===== config.mk =====
export PLATFORM = sky130hd
export DESIGN_NAME = cmp_arbiter_flat
export DESIGN_NICKNAME = d
export VERILOG_FILES = /design/src/rtl/cmp_arbiter_if.sv /design/src/rtl/cmp_arbiter.sv /design/src/flat_wrapper.sv
export SDC_FILE = /design/constraint.sdc
export NUM_CORES = 1
export LEC_CHECK = 0
export CELL_PAD_IN_SITES_DETAIL_PLACEMENT = 1
export CELL_PAD_IN_SITES_GLOBAL_PLACEMENT = 2
export CORE_ASPECT_RATIO = 1.2
export CORE_MARGIN = 4
export CORE_UTILIZATION = 26
export DETAILED_ROUTE_END_ITERATION = 8
export GPL_ROUTABILITY_DRIVEN = 0
export HOLD_SLACK_MARGIN = 0.02
export PLACE_DENSITY = 0.91
export SKIP_CTS_REPAIR_TIMING = 1
export SYNTH_ARGS = -nofsm -noshare
export SYNTH_HDL_FRONTEND = slang
export SYNTH_SLANG_ARGS = --single-unit

===== constraint.sdc =====
create_clock -name clk -period 3.4 [get_ports clk]
set_input_delay 0.68 -clock clk [delete_from_list [all_inputs] [get_ports clk]]
set_output_delay 0.68 -clock clk [all_outputs]
set_load 0.05 [all_outputs]

===== src/rtl/cmp_arbiter_if.sv =====
// Bundle between the requesters and the shared comparator arbiter.
// The requester side drives requests and operands; the arbiter drives grants and results.
interface cmp_arbiter_if #(
  parameter int N_REQ = 4
);
  localparam int IDW = $clog2(N_REQ);

  logic [N_REQ-1:0]   req;
  logic [8*N_REQ-1:0] a_in;
  logic [8*N_REQ-1:0] b_in;
  logic [N_REQ-1:0]   mode_in;
  logic [N_REQ-1:0]   gnt;
  logic               busy;
  logic               done;
  logic [IDW-1:0]     done_id;
  logic               result_agtb;

  modport master (
    output req, a_in, b_in, mode_in,
    input  gnt, busy, done, done_id, result_agtb
  );

  modport slave (
    input  req, a_in, b_in, mode_in,
    output gnt, busy, done, done_id, result_agtb
  );
endinterface


===== src/rtl/cmp_arbiter.sv =====
// Round-robin arbiter sharing one registered 8-bit unsigned/signed a > b comparator.
// Each compare takes three cycles: grant, compare, bookkeeping.
module cmp_arbiter #(
  parameter int N_REQ = 4
) (
  input  logic         clk,
  input  logic         reset,
  cmp_arbiter_if.slave bus
);
  localparam int IDW = $clog2(N_REQ);

  typedef enum logic [1:0] {IDLE, CMP, DONE} state_t;

  state_t         state_reg;
  logic [IDW-1:0] ptr_reg;
  logic [IDW-1:0] id_reg;
  logic [7:0]     a_reg;
  logic [7:0]     b_reg;
  logic           mode_reg;

  logic [IDW-1:0] cand_idx [N_REQ];
  logic           win_valid;
  logic [IDW-1:0] win_id;
  logic [IDW-1:0] ptr_next;
  logic           agtb;

  // Candidate gi is the requester gi places after ptr, wrapping at N_REQ.
  generate
    for (genvar gi = 0; gi < N_REQ; gi++) begin : g_cand
      assign cand_idx[gi] = IDW'((int'(ptr_reg) + gi) % N_REQ);
    end
  endgenerate

  // Scan from the farthest candidate down so the nearest active one wins.
  always_comb begin
    win_valid = 1'b0;
    win_id    = '0;
    for (int k = N_REQ - 1; k >= 0; k--) begin
      if (bus.req[cand_idx[k]]) begin
        win_valid = 1'b1;
        win_id    = cand_idx[k];
      end
    end
  end

  assign ptr_next = (int'(win_id) == N_REQ - 1) ? '0 : win_id + 1'b1;
  assign agtb     = mode_reg ? ($signed(a_reg) > $signed(b_reg)) : (a_reg > b_reg);

  always_ff @(posedge clk) begin
    if (reset) begin
      state_reg       <= IDLE;
      ptr_reg         <= '0;
      id_reg          <= '0;
      a_reg           <= '0;
      b_reg           <= '0;
      mode_reg        <= 1'b0;
      bus.gnt         <= '0;
      bus.busy        <= 1'b0;
      bus.done        <= 1'b0;
      bus.done_id     <= '0;
      bus.result_agtb <= 1'b0;
    end else begin
      bus.gnt  <= '0;
      bus.done <= 1'b0;
      case (state_reg)
        IDLE: begin
          if (win_valid) begin
            a_reg     <= bus.a_in[8*win_id +: 8];
            b_reg     <= bus.b_in[8*win_id +: 8];
            mode_reg  <= bus.mode_in[win_id];
            id_reg    <= win_id;
            bus.gnt   <= {{(N_REQ-1){1'b0}}, 1'b1} << win_id;
            ptr_reg   <= ptr_next;
            bus.busy  <= 1'b1;
            state_reg <= CMP;
          end
        end
        CMP: begin
          bus.result_agtb <= agtb;
          bus.done_id     <= id_reg;
          bus.done        <= 1'b1;
          state_reg       <= DONE;
        end
        DONE: begin
          bus.busy  <= 1'b0;
          state_reg <= IDLE;
        end
        default: begin
          bus.busy  <= 1'b0;
          state_reg <= IDLE;
        end
      endcase
    end
  end
endmodule


===== src/flat_wrapper.sv =====
// flat-port wrapper written by rule: the top's interface ports become plain ports
module cmp_arbiter_flat 
#(
  parameter int N_REQ = 4
)
  (clk, reset, bus_req, bus_a_in, bus_b_in, bus_mode_in, bus_gnt, bus_busy, bus_done, bus_done_id, bus_result_agtb);
  cmp_arbiter_if #(.N_REQ(N_REQ)) bus_i ();
  input  logic clk;
  input  logic reset;
  input wire logic [$bits(bus_i.req)-1:0] bus_req;
  input wire logic [$bits(bus_i.a_in)-1:0] bus_a_in;
  input wire logic [$bits(bus_i.b_in)-1:0] bus_b_in;
  input wire logic [$bits(bus_i.mode_in)-1:0] bus_mode_in;
  output wire logic [$bits(bus_i.gnt)-1:0] bus_gnt;
  output wire logic [$bits(bus_i.busy)-1:0] bus_busy;
  output wire logic [$bits(bus_i.done)-1:0] bus_done;
  output wire logic [$bits(bus_i.done_id)-1:0] bus_done_id;
  output wire logic [$bits(bus_i.result_agtb)-1:0] bus_result_agtb;
  assign bus_i.req = bus_req;
  assign bus_i.a_in = bus_a_in;
  assign bus_i.b_in = bus_b_in;
  assign bus_i.mode_in = bus_mode_in;
  assign bus_gnt = bus_i.gnt;
  assign bus_busy = bus_i.busy;
  assign bus_done = bus_i.done;
  assign bus_done_id = bus_i.done_id;
  assign bus_result_agtb = bus_i.result_agtb;
  cmp_arbiter #(.N_REQ(N_REQ)) u_core (.clk(clk), .reset(reset), .bus(bus_i));
endmodule

==> results of run 1 <==
cell families (layout without fill, tap and decap cells):
group,after synthesis,count (layout),synth area share (%)
buf+inv,33,110,8.94
fa+ha+maj,9,9,5.59
simple gates,87,87,22.6
compound gates,65,65,29.6
flops,32,32,31.8
mux,3,3,1.49
power by group through the flow:
stage / Combinational, mW / Clock, mW / Sequential, mW
2_1_floorplan: 0.420 / 0 / 0.529
3_3_place_gp: 0.631 / 0 / 0.507
3_5_place_dp: 0.652 / 0 / 0.508
4_1_cts: 0.662 / 0.371 / 0.500
5_1_grt: 0.724 / 0.386 / 0.509
6_report: 0.648 / 0.358 / 0.499
final cells by class:
type / instances / area (um2) / share of cell area (%)
repair buffers: 90 / 881 / 29.5
multi-input cells: 164 / 1190 / 40.1
inverters: 12 / 45.0 / 1.51
flip-flops and latches: 32 / 641 / 21.5
well taps: 90 / 113 / 3.78
clock buffers: 6 / 72.6 / 2.43
clock inverters: 2 / 35.0 / 1.17
stage by stage:
stage	hold WS, ns	instance area, um2
detailed placement	0.443	2870
finish	0.455	2980
global placement	0.431	2870
CTS	0.454	2980
global route	0.482	2980
floorplan	0.422	2020
worst reg2reg max path, stage by stage (launching register included):
cell     delay, ns
dfxtp_1       0.37
nor2b_1       0.08
or4b_1        0.55
and2_4        0.27
inv_2         0.22
buf_4         0.24
a211o_1       0.15
a22o_1        0.13
per-layer routing:
| layer | global-route usage [%] | part of all wire [%] |
|---|---|---|
| met2 | 28.7 | 55 |
| met3 | 3.80 | 4.5 |
| met4 | 3.89 | 1.2 |
| met5 | 0 | 0 |
| met1 | 17.3 | 40 |
placed cells by master (no fill, tap or decap), drive strengths merged:
master,netlist,final
a211o,18,18
a41o,1,1
or4b,1,1
o31ai,2,2
buf,14,8
mux2i,3,3
o221ai,17,17
clkdlybuf4s50,0,82
nor2,10,10
nor4,1,1
nand4,2,2
nor3,5,5
o211ai,2,2
o21ai,2,2
dfxtp,32,32
nand2b,1,1
clkinv,0,1
nand3,17,17
and3,17,17
a21oi,3,3
nor2b,8,8
clkbuf,7,6
and2,1,1
ha,9,9
or4,1,1
a22o,18,18
bufinv,0,1
inv,12,12
nand2,22,22
o32a,1,1
o21a,1,1
nand3b,1,1
worst max-delay path by stage:
stage | to | slack [ns] | from | depth (start not counted)
after detailed placement | u_core.a_reg[7] | 0.51 | bus_req[3] | 8
after global routing | u_core.b_reg[0] | 0.64 | bus_req[2] | 8
after CTS | u_core.b_reg[0] | 0.78 | bus_req[0] | 7
after global placement | u_core.b_reg[0] | 0.55 | bus_req[2] | 7
final | u_core.b_reg[0] | 0.78 | bus_req[3] | 8
after floorplan | u_core.ptr_reg[1] | 1.01 | bus_req[2] | 8
==> out/metrics.csv, run 1 <==
metric,value,unit
first-pass GRT wire length,11400,um
setup_tns,0,ns
ys flop type,dfxtp_1,
worst endpoint required time,3.63,ns
Highest Clock Rate,382,MHz
final count of pins violating max slew,0,
final setup fails,0,
max cap viols,0,
Root Driver,clkbuf_8,
Die X-Extent,88.4,um
CTS Sinks,32,
Yosys reg bits,32,
Yosys warnings,0,
Netlist Area Pre-Place,2020,um2
Setup CP Type,in2reg,
Detailed Route WL,6730,um
global route total overflow,0,
HP Start,u_core.id_reg[1],
sequential share of power,33.2,%
Int Power,0.979,mW
Die Span Y,104,um
antenna-violating nets left,0,
post-synthesis sequential area ratio,31.8,%
clk_lat worst skew,0.28,ns
Placed Cells,388,
Via Count,2085,
filler cell count in the final layout,895,
"Min Clock Period, post-route",2.62,ns
PwrDens,505,nW/um2
clock-pin slew of the registers on the worst-case setup and hold paths,0.07,ns
Post-synth EDFFs,0,
critical path cell sequence,"clkdlybuf4s50_1, nor2_1, or4b_1, and2_4, inv_2, buf_4, a211o_1, a22o_1",
CTS buffer count,5,
Critical path buffers and inverters,3,
fin nets,388,
worst hold stages,2,
switching power total,0.526,mW
core box area,7400,um2
r2r setup slk,1.32,ns
syn avg cell area,8.80,um2
Unique masters post-synth,35,
Static Leak,1.22,nW
Yosys top cell by area,dfxtp_1,
fraction of power consumed by the clock network,23.8,%
outcome,"complete, no violations",
CP top delay family,buffers and inverters,
crit-path max cell delay,0.54,ns
vias in the first global route,2352,
Tot Pwr,1.51,mW
PortBufs,82,
relative slew slack,64.5,%
Hold Fails Final Rpt,0,
FF-to-FF Start,u_core.ptr_reg[0],
final worst setup slack,0.784,ns
CTS tree,built,
non-filler instance count after layout,396,
HP Class,reg2reg,
most frequent cell after synthesis,dfxtp_1,
Initial Util,27.2,%
DR DRC count,0,
Crit. End Element,flop,
share of cells above drive strength 1,8.82,%
DPL Wire Length,5030,um
Core Rows,34,
Gate power share,43.0,%
Net Sw Frac,35.0,%
largest net degree at the start of global routing,35,
synthesized instance count,229,
H-tree depth,2,
Vias per Instance,5.27,
"Core Util, Final",40.3,%
crit share post-route,76.9,%
Worst Clk Skew,0.00313,ns
crit start category,input pin,
area grow syn2layout,47.9,%
worst hold path endpoint,u_core.id_reg[1],
Routed WL per cell,17.0,um
antenna violations before repair,0,
slowest CP cell,clkdlybuf4s50_1,
ANT cells,0,
Die ar.,9230,um2
crit-path max FO,20,
GR Util All Layers,15.5,%
I/O pin total,83,
Synth top cells by count,"dfxtp_1 (32), nand2_1 (22), a211o_1 (18), a22o_1 (18), nand3_1 (17)",
drt first-iter violations,57,
VDD IR max,0.238,mV
Crit path arrival time,2.84,ns
First-pass DRT Iterations,4,
ys async rst share,0,%
"top cells by area, synth","dfxtp_1 (32%), a211o_1 (7.8%), a22o_1 (7.8%), o221ai_2 (6.0%), ha_1 (5.6%)",
worst r2r dst,u_core.b_reg[0],
Slew @ Worst Pin,0.531,ns
post-synth net total,312,
Max Root-Sink Buffers,2,
Synth top area share,31.8,%
R2R depth,7,
RSZ-0062 raised after global routing,false,
Place WS,0.510,ns
Note: power is estimated with default switching activity, not from simulation.
==> run 2: changes to the inputs <==
--- a/config.mk
+++ b/config.mk
@@ -9,11 +9,11 @@
 export CELL_PAD_IN_SITES_GLOBAL_PLACEMENT = 2
 export CORE_ASPECT_RATIO = 1.2
 export CORE_MARGIN = 4
-export CORE_UTILIZATION = 26
+export CORE_UTILIZATION = 22
 export DETAILED_ROUTE_END_ITERATION = 8
 export GPL_ROUTABILITY_DRIVEN = 0
 export HOLD_SLACK_MARGIN = 0.02
-export PLACE_DENSITY = 0.91
+export PLACE_DENSITY = 0.83
 export SKIP_CTS_REPAIR_TIMING = 1
 export SYNTH_ARGS = -nofsm -noshare
 export SYNTH_HDL_FRONTEND = slang
==> constraint.sdc (replaced) <==
create_clock -name clk -period 2.16 [get_ports clk]
set_input_delay 0.432 -clock clk [delete_from_list [all_inputs] [get_ports clk]]
set_output_delay 0.432 -clock clk [all_outputs]
set_load 0.05 [all_outputs]
==> run 2 against run 1 <==
Effect of this change:
- global-route usage down 1.9 points
- worst setup slack got worse by 0.66 ns
- highest routed layer unchanged
- combinational power increased by 79%
- die area is 17% higher
- flip-flop and latch count stayed put
- critical path depth down 1
- sequential share of layout area is 1.6 points lower
- worst hold slack got worse by 0.0098 ns
- clock skew up 0.0057 ns
- register-to-register slack got worse by 1.2 ns
- largest power group unchanged
==> out/metrics.csv, run 2 (synthesized netlist as in run 1, its figures left out) <==
metric,value,unit
share of cells above drive strength 1,14.6,%
Core Rows,38,
Setup CP Type,in2reg,
clock-pin slew of the registers on the worst-case setup and hold paths,0.06,ns
Die ar.,10800,um2
Root Driver,clkbuf_8,
DPL Wire Length,5590,um
Die X-Extent,95.4,um
WL met3,341,um
area grow syn2layout,60.0,%
Initial Util,22.4,%
global route total overflow,0,
RSZ-0062 raised after global routing,false,
I/O pin total,83,
Worst Clk Skew,0.00886,ns
HP Class,reg2reg,
crit start category,input pin,
crit share post-route,94.4,%
Detailed Route WL,7440,um
final worst setup slack,0.120,ns
Die Span Y,113,um
antenna violations before repair,0,
ANT cells,0,
"most common cell after layout, fill and taps aside",clkdlybuf4s50_1,
"Core Util, Final",35.9,%
First-pass DRT Iterations,4,
Static Leak,1.36,nW
Place WS,-0.427,ns
final count of pins violating max slew,0,
Slew @ Worst Pin,0.562,ns
outcome,"complete, no violations",
fin nets,406,
CTS Sinks,32,
Crit. End Element,flop,
vias in the first global route,2330,
metal2 WL,4090,um
"Min Clock Period, post-route",2.04,ns
DRT met1 WL,2940,um
Hold Fails Final Rpt,0,
post-place instance area,3050,um2
CTS buffer count,5,
Max Root-Sink Buffers,2,
PwrDens,736,nW/um2
first-pass GRT wire length,11600,um
relative slew slack,62.4,%
Tot Pwr,2.37,mW
H-tree depth,2,
VDD IR max,0.275,mV
Highest Clock Rate,490,MHz
"commonest cells after routing, fill and taps aside","clkdlybuf4s50_1 (78), dfxtp_1 (32), nand2_1 (22)",
worst endpoint required time,2.33,ns
largest net degree at the start of global routing,23,
Via Count,2144,
top sig layer,met4,
drt first-iter violations,54,
Vias per Instance,4.84,
core box area,8990,um2
CTS tree,built,
DR DRC count,0,
fin area,3230,um2
final setup fails,0,
PortBufs,82,
GR Util All Layers,13.7,%
Routed WL per cell,16.8,um
antenna-violating nets left,0,
crit-path max FO,9,
clk_lat worst skew,0.28,ns
Crit path arrival time,2.21,ns
max cap viols,0,
-- run 2: metrics by stage --
stage / TNS (ns) / hold slack, ns / instances
after CTS: -2.14 / 0.448 / 440
after floorplan: 0 / 0.422 / 229
final: 0 / 0.445 / 443
after global placement: -6.68 / 0.433 / 433
after global routing: 0 / 0.484 / 443
after detailed placement: -7.56 / 0.439 / 433
-- run 2: layer usage --
metal / global-route usage, % / vias up
li1: - / 1052
met1: 16.0 / 1035
met2: 25.5 / 51
met3: 2.73 / 6
met4: 2.56 / 0
met5: 0 / -
-- run 2: path summary, 6_finish.rpt --
kind	start	end	slack [ns]	cells after the start
max	bus_req[0]	u_core.b_reg[7]	0.12	7
min	u_core.id_reg[1]	u_core.id_reg[1]	0.45	2
max reg2reg	u_core.ptr_reg[0]	u_core.b_reg[7]	0.16	6
min reg2reg	u_core.id_reg[1]	u_core.id_reg[1]	0.45	2
-- run 2: layout make-up --
type / instances / area (um2)
Tap cell: 120 / 150
Inverter: 12 / 45.0
Timing Repair Buffer: 108 / 1100
Clock buffer: 6 / 72.6
Fill cell: 1048 / 5760
Sequential cell: 32 / 641
Multi-Input combinational cell: 164 / 1210
Clock inverter: 1 / 5.00
-- run 2: critical path, stage by stage --
cell	delay, ns
dlymetal6s2s_1	0.16
nor2b_1	0.14
or4b_4	0.64
clkbuf_16	0.21
and3_1	0.17
a211o_1	0.27
a22o_1	0.17
-- run 2: where the power goes --
part | leakage [nW] | switching [mW] | internal, mW
sequential | 0.264 | 0.0779 | 0.709
combinational | 1.06 | 0.575 | 0.581
clock | 0.0410 | 0.212 | 0.219
